**src/rtl/apb_uart_pkg.sv**
```systemverilog
// Shared definitions for the APB UART register slave and its requester-side arbiter.
package apb_uart_pkg;

    typedef enum logic [1:0] {
        IDLE   = 2'b00,
        SETUP  = 2'b01,
        ACCESS = 2'b11
    } apbState_e;

    localparam logic [3:0] REG_UART_DATA = 4'h0;
    localparam logic [3:0] REG_UART_CTRL = 4'h4;
    localparam logic [3:0] REG_UART_STAT = 4'h8;
    localparam logic [3:0] REG_UART_INT  = 4'hC;

    localparam int CTRL_EN_BIT       = 0;
    localparam int CTRL_IE_BIT       = 1;
    localparam int CTRL_CLK_IDX_LSB  = 2;
    localparam int CTRL_CLK_IDX_MSB  = 3;
    localparam int CTRL_BAUD_IDX_LSB = 4;
    localparam int CTRL_BAUD_IDX_MSB = 5;

endpackage

```
**src/rtl/rr_arb2.sv**
```systemverilog
// Two-way round-robin grant. The grant is combinational from the requests and
// the remembered last winner; the last winner only moves when the caller
// actually takes the grant, so a grant offered while busy has no effect.
module rr_arb2
    import apb_uart_pkg::*;
(
    input  logic       i_clk,
    input  logic       i_resetN,
    input  logic [1:0] i_req,
    input  logic       i_update,
    output logic [1:0] o_gnt
);

    logic r_lastGrant;

    // Pick the single requester, or on a tie the one that did not win last time.
    always_comb begin
        o_gnt = 2'b00;
        if (i_req[0] && !i_req[1]) begin
            o_gnt = 2'b01;
        end else if (i_req[1] && !i_req[0]) begin
            o_gnt = 2'b10;
        end else if (i_req[0] && i_req[1]) begin
            o_gnt = r_lastGrant ? 2'b01 : 2'b10;
        end
    end

    // Remember the winner; reset to port 1 so port 0 wins the first tie.
    always_ff @(posedge i_clk) begin
        if (!i_resetN) begin
            r_lastGrant <= 1'b1;
        end else if (i_update) begin
            r_lastGrant <= o_gnt[1];
        end
    end

endmodule

```
**src/rtl/apb_uart_arbiter.sv**
```systemverilog
// APB master shared by a host port and a DMA/sequencer port. Each granted
// request runs one SETUP/ACCESS transfer; a stalled slave is aborted with an
// error after a bounded number of wait cycles.
module apb_uart_arbiter
    import apb_uart_pkg::*;
#(
    parameter int ADDR_WIDTH     = 4,
    parameter int DATA_WIDTH     = 16,
    parameter int TIMEOUT_CYCLES = 255
)
(
    input  logic                  PCLK,
    input  logic                  PRESETn,
    input  logic                  req0_valid,
    input  logic                  req0_write,
    input  logic [ADDR_WIDTH-1:0] req0_addr,
    input  logic [DATA_WIDTH-1:0] req0_wdata,
    output logic                  req0_ready,
    output logic                  req0_done,
    output logic [DATA_WIDTH-1:0] req0_rdata,
    output logic                  req0_err,
    input  logic                  req1_valid,
    input  logic                  req1_write,
    input  logic [ADDR_WIDTH-1:0] req1_addr,
    input  logic [DATA_WIDTH-1:0] req1_wdata,
    output logic                  req1_ready,
    output logic                  req1_done,
    output logic [DATA_WIDTH-1:0] req1_rdata,
    output logic                  req1_err,
    output logic                  busy,
    output logic                  PSEL,
    output logic                  PENABLE,
    output logic                  PWRITE,
    output logic [ADDR_WIDTH-1:0] PADDR,
    output logic [DATA_WIDTH-1:0] PWDATA,
    input  logic [DATA_WIDTH-1:0] PRDATA,
    input  logic                  PREADY,
    input  logic                  PSLVERR
);

    localparam logic [15:0] TIMEOUT_LIM = 16'(TIMEOUT_CYCLES);

    apbState_e             r_state;
    logic                  r_grantIdx;
    logic                  r_cplIdle;
    logic [15:0]           r_waitCnt;

    logic [1:0]            w_gnt;
    logic                  w_grantFire;
    logic [15:0]           w_waitNext;
    logic                  w_timeout;
    logic                  w_finish;
    logic                  w_cplErr;
    logic [DATA_WIDTH-1:0] w_cplRdata;

    rr_arb2 u_arb (
        .i_clk    (PCLK),
        .i_resetN (PRESETn),
        .i_req    ({req1_valid, req0_valid}),
        .i_update (w_grantFire),
        .o_gnt    (w_gnt)
    );

    // A grant is taken only in an ordinary IDLE cycle, never in the IDLE
    // cycle that reports completion of the previous transfer.
    assign w_grantFire = (r_state == IDLE) && !r_cplIdle && (w_gnt != 2'b00);

    // Wait-state bookkeeping and the completion payload for the ACCESS phase.
    assign w_waitNext = r_waitCnt + 16'd1;
    assign w_timeout  = !PREADY && (TIMEOUT_CYCLES != 0) && (w_waitNext == TIMEOUT_LIM);
    assign w_finish   = PREADY || w_timeout;
    assign w_cplErr   = PREADY ? PSLVERR : 1'b1;
    assign w_cplRdata = (PREADY && !PWRITE) ? PRDATA : '0;

    // Transfer sequencer: every output is a register updated here.
    always_ff @(posedge PCLK) begin
        if (!PRESETn) begin
            r_state    <= IDLE;
            r_grantIdx <= 1'b0;
            r_cplIdle  <= 1'b0;
            r_waitCnt  <= '0;
            req0_ready <= 1'b0;
            req0_done  <= 1'b0;
            req0_rdata <= '0;
            req0_err   <= 1'b0;
            req1_ready <= 1'b0;
            req1_done  <= 1'b0;
            req1_rdata <= '0;
            req1_err   <= 1'b0;
            busy       <= 1'b0;
            PSEL       <= 1'b0;
            PENABLE    <= 1'b0;
            PWRITE     <= 1'b0;
            PADDR      <= '0;
            PWDATA     <= '0;
        end else begin
            req0_ready <= 1'b0;
            req1_ready <= 1'b0;
            req0_done  <= 1'b0;
            req1_done  <= 1'b0;
            case (r_state)
                IDLE: begin
                    r_cplIdle <= 1'b0;
                    if (w_grantFire) begin
                        r_grantIdx <= w_gnt[1];
                        PWRITE     <= w_gnt[1] ? req1_write : req0_write;
                        PADDR      <= w_gnt[1] ? req1_addr  : req0_addr;
                        PWDATA     <= w_gnt[1] ? req1_wdata : req0_wdata;
                        req0_ready <= w_gnt[0];
                        req1_ready <= w_gnt[1];
                        PSEL       <= 1'b1;
                        busy       <= 1'b1;
                        r_state    <= SETUP;
                    end
                end
                SETUP: begin
                    PENABLE <= 1'b1;
                    r_state <= ACCESS;
                end
                ACCESS: begin
                    if (w_finish) begin
                        PSEL      <= 1'b0;
                        PENABLE   <= 1'b0;
                        busy      <= 1'b0;
                        r_waitCnt <= '0;
                        r_cplIdle <= 1'b1;
                        r_state   <= IDLE;
                        if (r_grantIdx) begin
                            req1_done  <= 1'b1;
                            req1_rdata <= w_cplRdata;
                            req1_err   <= w_cplErr;
                        end else begin
                            req0_done  <= 1'b1;
                            req0_rdata <= w_cplRdata;
                            req0_err   <= w_cplErr;
                        end
                    end else begin
                        r_waitCnt <= w_waitNext;
                    end
                end
                default: begin
                    r_state <= IDLE;
                end
            endcase
        end
    end

endmodule

```
**config.mk**
```make
export PLATFORM = sky130hd
export DESIGN_NAME = apb_uart_arbiter
export DESIGN_NICKNAME = d
export VERILOG_FILES = /design/src/rtl/apb_uart_pkg.sv /design/src/rtl/rr_arb2.sv /design/src/rtl/apb_uart_arbiter.sv
export SDC_FILE = /design/constraint.sdc
export NUM_CORES = 1
export LEC_CHECK = 0
export BUFFER_PORTS_ARGS = -buffer_cell sky130_fd_sc_hd__buf_4
export CAP_MARGIN = 15
export CORE_MARGIN = 4
export CORE_UTILIZATION = 55
export DETAILED_ROUTE_END_ITERATION = 12
export GPL_TIMING_DRIVEN = 0
export PLACE_DENSITY_LB_ADDON = 0.08
export SKIP_LAST_GASP = 1
export SYNTH_ARGS = -nofsm -noshare
export SYNTH_HDL_FRONTEND = slang
export SYNTH_SLANG_ARGS = --single-unit
```
**constraint.sdc**
```tcl
create_clock -name PCLK -period 6.7 [get_ports PCLK]
set_input_delay 0.67 -clock PCLK [delete_from_list [all_inputs] [get_ports PCLK]]
set_output_delay 0.67 -clock PCLK [all_outputs]
set_load 0.02 [all_outputs]
```
==> results.cfg, run 1 <==
[power_and_ir_drop]
p_per_area_nw_per_um2 = 222
p_leak_uw = 0.00231
p_total_uw = 1150
p_clk_share_pct = 35.7
ir_drop_v = 0.000173
p_sw_uw = 319
pwr-share-comb_pct = 18.1
seqPwrFrac_pct = 46.3
p_int_uw = 835
switching_share_pct = 27.7

[timing]
drv_slew = 0
fin_skew_ps = 15.6
final.min_clock_period_ps = 2590
rsz0062_at_grt = no
worstMarginPinSlew_ps = 866
setup_tns_ps = 0
relSlewSlack_pct = 41.8
max_freq_mhz = 387
fin_crit_sh_pct = 38.6
finalSetupViolCount = 0
hold_viol_final = 0

[routing]
drt_pass1_iterations = 5
drt_iter0_markers = 361
ant_nets = 0
vias_per_cell = 5.82
wl_per_cell_um = 16.6
drc_errors = 0
routed-via-count = 4121
wirelength_mm = 11.8

[layout]
diodes = 0
mostFrequentLayoutCells = buf_4, dfxtp_1, nor2_1
final_cell_area_sq_um = 5190
multi_input_area_sq_um = 2090
layout-drive-gt1-share_pct = 25.0
final_nets = 674
fin_cells = 708
final_common_cell = buf_4
final_util_pct = 75.5
area_growth_pct = 32.4
seq_area_sq_um = 1640
fill_cells = 518

[clock_network]
cts.repair.resized = 0
cts.sinks = 82
insertion_delay_ps = 350
cts_tree = done
clk_pin_slew_ps = 80
htreeDepth = 3
clockRootBuffer = clkbuf_8
post_cts_buffers = 0
cts_hold_buffers = 0
cts.path.max_buffers = 2
cts_buffers = 9

[worst_setup_path]
critPathTopFamily = compound AO/OA/AOI/OAI gates
crit_chain = ha_1 > nand3_2 > or3_4 > a2111oi_4 > o2111ai_4 > o21bai_4 > buf_4 > a31oi_1
criticalPathCategory = reg -> reg
cp.arrival_ps = 2790
path_buf_inv = 1
worstPathMaxFanout = 10
slowest_delay_ps = 410
cp-start-kind = flop
end_kind = flop
crit_slowest_cell = or3_4
critPathRequiredTime_ps = 6900

[global_route]
grt_pass1_vias = 4042
grt_max_degree = 14
grt_pass1_wl_mm = 19.2
antenna_found_initial = 0
grt.total_usage_pct = 27.8
overflow = 0

[synthesis]
ys_seq_area_share_pct = 41.9
yosysWarnings = 0
synth.largest_area_cell = dfxtp_1
synth_nets = 540
synthCells = 474
synth_top_area_share_pct = 41.9
yosysUniqueCellTypes = 45
synth-seq-cells = 82
synth_ff_type = dfxtp_1
postSynthAreaPerCell_sq_um = 8.26
ys_top_cells_by_area = dfxtp_1, o21ai_0, mux2i_1
netlist_area_sq_um = 3920
synthArstFlopShare_pct = 0
synth-edff-count = 0

[floorplanning]
start_util_pct = 57.0
dieArea_sq_um = 8530
io_pins = 126
die_h_um = 92.4
coreArea_sq_um = 6870
rows = 30
die_w_um = 92.4

[place]
placed_cell_area_sq_um = 4960
place_hpwl_mm = 8.45
place.gp.congestion = 0.894
place_inst = 693
io_buffers = 123

[run_status]
status = finished, final reports clean

[job]
cap_violations = 0

[hold_path]
hold_path_class = reg -> reg
-- final timing paths --
| path | startpoint | to | slack (ps) | depth (start not counted) |
|---|---|---|---|---|
| worst max-delay path | r_waitCnt[0]$_SDFFE_PN0P_ | req0_rdata[5]$_SDFFE_PN0P_ | 4110 | 8 |
| worst max register to register | r_waitCnt[0]$_SDFFE_PN0P_ | req0_rdata[5]$_SDFFE_PN0P_ | 4110 | 8 |
| worst min-delay path | PWDATA[6]$_SDFFE_PN0P_ | PWDATA[6]$_SDFFE_PN0P_ | 510 | 1 |
| worst min register to register | PWDATA[6]$_SDFFE_PN0P_ | PWDATA[6]$_SDFFE_PN0P_ | 510 | 1 |
-- cells in the mapped netlist, drive strengths merged (2+ instances only) --
| cell | count |
|---|---|
| or4 | 2 |
| or2 | 2 |
| buf | 6 |
| nor2b | 4 |
| a21oi | 29 |
| nand2 | 52 |
| nand4 | 7 |
| a31oi | 19 |
| o211a | 22 |
| mux2i | 22 |
| xor2 | 4 |
| and2 | 4 |
| and3 | 7 |
| and4 | 3 |
| a21boi | 4 |
| o211ai | 5 |
| o31ai | 2 |
| nand2b | 4 |
| or3 | 3 |
| ha | 2 |
| inv | 2 |
| nor3 | 8 |
| o21ai | 47 |
| nor2 | 53 |
| clkbuf | 35 |
| dfxtp | 82 |
| xnor2 | 3 |
| nand3 | 28 |
-- power by group through the flow --
stage	registers [uW]	logic, uW	clock network (uW)
2_1_floorplan	566	89.5	0
5_1_grt	537	226	430
6_report	534	208	411
3_3_place_gp	542	202	0
3_5_place_dp	544	207	0
4_1_cts	533	209	409
-- registers in the layout, summed over array words and instances, names as in the netlist, 2 cells and up --
name and count:
PADDR 4, req0_rdata 16, r_waitCnt 16, req1_rdata 16, r_state 2, PWDATA 16
-- metrics by stage --
| step | setup WS (ps) | hold WS, ps |
|---|---|---|
| global route | 3960 | 529 |
| finish | 4110 | 509 |
| floorplan | 4410 | 466 |
| CTS | 4110 | 511 |
| detailed placement | 4140 | 490 |
| global placement | 4200 | 481 |
-- cell type report --
cell class | instances | share of cell area [%]
Inverter | 2 | 0.145
Multi-Input combinational cell | 349 | 40.3
Clock inverter | 4 | 1.45
Timing Repair Buffer | 123 | 17.8
Sequential cell | 82 | 31.7
Tap cell | 96 | 2.32
Clock buffer | 11 | 2.92
Buffer | 41 | 3.43
-- cell families after synthesis --
family | count (synthesis) | share of synthesized area, %
multiplexers | 22 | 5.62
flip-flops | 82 | 41.9
buffers and inverters | 43 | 4.73
XOR/XNOR | 7 | 1.57
AO/OA/AOI/OAI | 139 | 24.2
adder cells (fa/ha/maj) | 2 | 0.639
AND/OR/NAND/NOR | 179 | 21.3
-- metal layers --
layer / GRT usage (%) / vias up / part of all wire (%)
li1: - / 1973 / -
met1: 33.4 / 1911 / 40
met2: 47.6 / 203 / 49
met3: 7.55 / 34 / 8.7
met4: 9.53 / 0 / 2.3
met5: 0 / - / 0
Note: power is estimated with default switching activity, not from simulation.
==> run 2, diff against run 1 <==
Settings changed: ABC_AREA from default to 1, CORE_UTILIZATION 55 to 46.
Clock period 6.7 ns to 2.2 ns, I/O delays scaled along.
==> results.cfg, run 2 <==
[run_status]
status = finished, final reports clean

[routing]
drt_pass1_iterations = 5
drt_iter0_markers = 191
drc_errors = 0
ant_nets = 0
wl_per_cell_um = 13.5
wirelength_mm = 11.8
routed-via-count = 4363
vias_per_cell = 5.01

[synthesis]
synth_fa_ha_area_share_pct = 0.630
synthMostInstantiatedCell = nand2_1
synth-edff-count = 0
synthCells = 613
synth_nets = 679
synth_top_area_share_pct = 41.3
yosysWarnings = 0
synth_xor_area_share_pct = 0.220
postSynthAreaPerCell_sq_um = 6.48
synth_top_family_by_area = simple AND/OR/NAND/NOR gates
synth-seq-cells = 82
synthTopCellsByCount = nand2_1, inv_1, dfxtp_1
synth_ff_type = dfxtp_1
synth-simple-area-share_pct = 33.2
synthMuxAreaShare_pct = 0
ys_seq_area_share_pct = 41.3
synthArstFlopShare_pct = 0
ys_top_cells_by_area = dfxtp_1, nand2_1, inv_1
synth_compound_area_share_pct = 11.9
synth.largest_area_cell = dfxtp_1
yosysUniqueCellTypes = 26
netlist_area_sq_um = 3970

[place]
placed_cell_area_sq_um = 5040
io_buffers = 125
place.gp.congestion = 0.889
place_hpwl_mm = 8.48

[global_route]
overflow = 0
grt_max_degree = 14
grt_pass1_wl_mm = 18.2
antenna_found_initial = 0
grt_pass1_vias = 4045
grt.total_usage_pct = 22.0

[job]
cap_violations = 0

[worst_setup_path]
criticalPathCategory = reg -> reg
reg2reg_depth = 16
cp.arrival_ps = 2480
regToRegSetupSlack_ps = 20
critPathRequiredTime_ps = 2500
worstPathMaxFanout = 9
end_kind = flop
reg2reg_to = req0_rdata[13]$_SDFFE_PN0P_
regToRegStartpoint = r_waitCnt[3]$_SDFFE_PN0P_
cp-start-kind = flop

[floorplanning]
start_util_pct = 47.9
io_pins = 126
rows = 33
dieArea_sq_um = 10200
die_h_um = 101
coreArea_sq_um = 8300
die_w_um = 101

[timing]
setup_tns_ps = 0
max_freq_mhz = 458
worstMarginPinSlew_ps = 551
drv_slew = 0
final.min_clock_period_ps = 2180
rsz0062_at_grt = yes
finalSetupViolCount = 0
fin_crit_sh_pct = 99.2
relSlewSlack_pct = 63.3
hold_viol_final = 0
fin_skew_ps = 14.0

[layout]
layout-drive-gt1-share_pct = 26.0
final_nets = 828
fill_cells = 762
mostFrequentLayoutCells = nand2_1, buf_4, inv_1
final_cell_area_sq_um = 5550
final_common_cell = nand2_1
diodes = 0
area_growth_pct = 39.7

[clock_network]
cts_tree = done
clk_pin_slew_ps = 90
htreeDepth = 3
cts_buffers = 9
insertion_delay_ps = 350
clockRootBuffer = clkbuf_8
cts.path.max_buffers = 2
cts_hold_buffers = 0
cts.sinks = 82

[power_and_ir_drop]
p_clk_share_pct = 32.9
ir_drop_v = 0.000369
seqPwrFrac_pct = 46.5
p_int_uw = 2440
pwr-share-comb_pct = 20.6
switching_share_pct = 29.7
p_per_area_nw_per_um2 = 626
p_sw_uw = 1030
p_leak_uw = 0.00258

[hold_path]
hold_end = PWDATA[12]$_SDFFE_PN0P_
holdPathStages = 3
hold_path_class = in -> reg
min_from = req0_wdata[12]
## run 2: changes by cell type after synthesis, sizes merged, moves of 14 or more
cell,previous run,this run
nand4,7,39
mux2i,22,0
inv,2,94
a21oi,29,66
nand2,52,188
nand3,28,14
o211a,22,0
o21ai,47,27
a31oi,19,1
## run 2: final cells by class
cell class	instances	area [sq um]	area share, %
Timing Repair Buffer	138	1090	19.7
Buffer	33	199	3.58
Clock buffer	11	151	2.73
Inverter	96	360	6.49
Tap cell	105	131	2.37
Clock inverter	4	48.8	0.879
Sequential cell	82	1650	29.7
Multi-Input combinational cell	402	1920	34.5
## run 2: cell families after synthesis
logic type / Yosys count
simple gates: 305
buf+inv: 129
compound gates: 94
flops: 82
fa+ha+maj: 2
xor+xnor: 1
## run 2: through the flow
step | total power [uW] | setup slack (ps) | instances | hold WS (ps) | util [%]
6_report | 3470 | 18.1 | 871 | 121 | 66.9
5_1_grt | 3620 | -196 | 871 | 120 | 66.9
4_1_cts | 3460 | 9.88 | 864 | 115 | 64.3
3_5_place_dp | 2340 | -142 | 843 | 451 | 60.8
3_3_place_gp | 2320 | -122 | 843 | 454 | 60.8
2_1_floorplan | 2030 | 245 | 613 | 367 | -
## run 2: worst max-delay path by stage
stage                                   start                          end  slack, ps  depth (start not counted)
finish              r_waitCnt[3]$_SDFFE_PN0P_  req0_rdata[13]$_SDFFE_PN0P_         20                         16
global placement    r_waitCnt[1]$_SDFFE_PN0P_  req1_rdata[13]$_SDFFE_PN0P_       -120                         16
floorplan           r_waitCnt[1]$_SDFFE_PN0P_   req0_rdata[1]$_SDFFE_PN0P_        240                         17
global route        r_waitCnt[1]$_SDFFE_PN0P_  req0_rdata[13]$_SDFFE_PN0P_       -200                         17
detailed placement  r_waitCnt[1]$_SDFFE_PN0P_  req1_rdata[14]$_SDFFE_PN0P_       -140                         16
CTS                 r_waitCnt[0]$_SDFFE_PN0P_  req1_rdata[14]$_SDFFE_PN0P_         10                         16
## run 2: timing repair
action	CTS	global route
cloned	0	3
resized for setup	15	35
pin swaps	2	17
buffers inserted	6	4
setup endpoints to repair	46	56
## run 2: critical path, stage by stage (launching register included)
cell and delay [ps]:
dfxtp_1 440, inv_1 130, nor2_4 240, nand3_2 100, nand2_2 90, nand2_2 50
nor2_2 100, nand2_1 50, nor2_1 120, nand2_2 110, nand2_4 100, buf_12 140
nand3_4 110, buf_6 160, nand2_1 50, inv_1 40, nor2_1 90
## run 2: power by group through the flow
stage	clock, uW	combinational (uW)	sequential (uW)
2_1_floorplan	0	292	1740
3_3_place_gp	0	677	1650
3_5_place_dp	0	687	1650
4_1_cts	1150	700	1620
5_1_grt	1210	785	1630
6_report	1140	716	1620
## run 2: metal layers
metal  up-vias  GRT usage [%]  part of all wire, %
li1       2220              -                    -
met1      1960           27.2                   43
met2       161           36.7                   47
met3        22           6.92                  8.6
met4         0           6.75                  1.5
met5         -              0                    0
==> run 3, diff against run 2 <==
Settings changed: ABC_AREA 1 to default, ABC_CLOCK_PERIOD_IN_PS from default to 2600, CORE_UTILIZATION 46 to 55.
Clock period 2.2 ns to 2.6 ns, I/O delays scaled along.
==> results.cfg, run 3 (synthesized netlist as in run 1, its figures left out) <==
[worst_setup_path]
startpoint = r_waitCnt[0]$_SDFFE_PN0P_
reg2reg_depth = 8
reg2reg_to = req0_rdata[5]$_SDFFE_PN0P_
regToRegSetupSlack_ps = 100
cp-start-kind = flop
criticalPathCategory = reg -> reg
regToRegStartpoint = r_waitCnt[0]$_SDFFE_PN0P_
end_kind = flop
worstPathMaxFanout = 10
cp.arrival_ps = 2700
critPathRequiredTime_ps = 2800

[layout]
layout-drive-gt1-share_pct = 25.3
mostFrequentLayoutCells = buf_4, dfxtp_1, nor2_1
fill_cells = 517
seq_area_sq_um = 1640
multi_input_area_sq_um = 2100
diodes = 0
final_cell_area_sq_um = 5210
area_growth_pct = 32.9
fin_cells = 709
final_nets = 675
final_common_cell = buf_4

[run_status]
status = finished, final reports clean

[clock_network]
cts.sinks = 82
insertion_delay_ps = 350
clk_pin_slew_ps = 80
cts_buffers = 9
cts.path.max_buffers = 2
htreeDepth = 3
clockRootBuffer = clkbuf_8
cts_tree = done

[routing]
routed-via-count = 4094
wl_per_cell_um = 16.7
drt_pass1_iterations = 5
ant_nets = 0
drt_iter0_markers = 330
wirelength_mm = 11.8
vias_per_cell = 5.77
drc_errors = 0

[timing]
final.min_clock_period_ps = 2500
drv_slew = 0
layout_setup_ws_ps = 100
relSlewSlack_pct = 40.2
hold_viol_final = 0
finalSetupViolCount = 0
fin_skew_ps = 12.8
fin_crit_sh_pct = 96.2
max_freq_mhz = 400
worstMarginPinSlew_ps = 890

[floorplanning]
dieArea_sq_um = 8530
rows = 30
start_util_pct = 57.0
die_h_um = 92.4
io_pins = 126
coreArea_sq_um = 6870
die_w_um = 92.4

[global_route]
grt_max_degree = 14
grt_pass1_vias = 4042
overflow = 0
grt_pass1_wl_mm = 19.2
grt.total_usage_pct = 27.8
antenna_found_initial = 0

[power_and_ir_drop]
p_leak_uw = 0.00231
ir_drop_v = 0.000441
p_per_area_nw_per_um2 = 570

[hold_path]
holdPathStages = 2
min_from = req0_valid
hold_path_class = in -> reg
hold_end = req0_ready$_SDFF_PN0_

[job]
cap_violations = 0

[place]
place.gp.congestion = 0.894
place_inst = 693
place_ws_ps = 44.0
io_buffers = 123
placed_cell_area_sq_um = 4960
place_hpwl_mm = 8.45
## run 3: cell types whose count changed in the layout (fill, tap and decap cells not counted), moves of 21 or more
cell	previous run	this run
nand2_1	177	52
nand4_1	39	7
mux2i_1	0	22
a21oi_1	66	29
inv_1	90	2
o21ai_0	26	47
o211a_1	0	22
## run 3: worst max-delay path by stage
stage / end / slack, ps
after detailed placement: req0_rdata[14]$_SDFFE_PN0P_ / 40
after global placement: req0_rdata[2]$_SDFFE_PN0P_ / 100
final: req0_rdata[5]$_SDFFE_PN0P_ / 100
after global routing: req0_rdata[5]$_SDFFE_PN0P_ / -3
after CTS: req0_rdata[5]$_SDFFE_PN0P_ / 8
after floorplan: req1_rdata[14]$_SDFFE_PN0P_ / 310
## run 3: worst max-delay path, cell delays in order (launching register included)
cell       delay (ps)
dfxtp_1           440
ha_4              200
nand3_2           120
or3_4             420
a2111oi_4         430
o2111ai_4         200
o21bai_4          220
buf_4             220
a31oi_1           110
## run 3: stage by stage
| stage | utilization (%) | power [uW] | hold slack [ps] | TNS [ps] |
|---|---|---|---|---|
| after floorplan | - | 1690 | 400 | 0 |
| after global placement | 72.2 | 1920 | 481 | 0 |
| after detailed placement | 72.2 | 1940 | 490 | 0 |
| after CTS | 75.5 | 2970 | 188 | 0 |
| after global routing | 75.8 | 3070 | 182 | -3.35 |
| final | 75.8 | 2970 | 187 | 0 |
## run 3: timing repair
item                                   4_1_cts  5_1_grt
setup endpoints to repair                    0       42
endpoints found under the hold margin        0        0
setup buffers                                0        1
hold buffers                                 0        0
resized for setup                            0        2
## run 3: final cells by class
type / count / share of cell area, %
plain buffers: 41 / 3.41
flip-flops and latches: 82 / 31.5
multi-input cells: 349 / 40.4
well taps: 96 / 2.31
clock buffers: 11 / 2.91
repair buffers: 124 / 17.9
inverters: 2 / 0.144
clock inverters: 4 / 1.44
## run 3: metal layers
metal  global-route usage [%]  part of all wire, %  up-vias  wire (um)
met1                     33.4                   40     1908       4740
met2                     47.6                   50      184       5900
met5                        0                    0        -          0
met3                     7.55                  8.2       27        969
met4                     9.53                  1.9        0        226
li1                         -                    -     1975          -
## run 3: power by group
| part | total (uW) | switching (uW) | internal (uW) |
|---|---|---|---|
| clock network | 1060 | 468 | 589 |
| registers | 1380 | 52.2 | 1320 |
| logic | 537 | 299 | 238 |
| total | 2970 | 819 | 2150 |
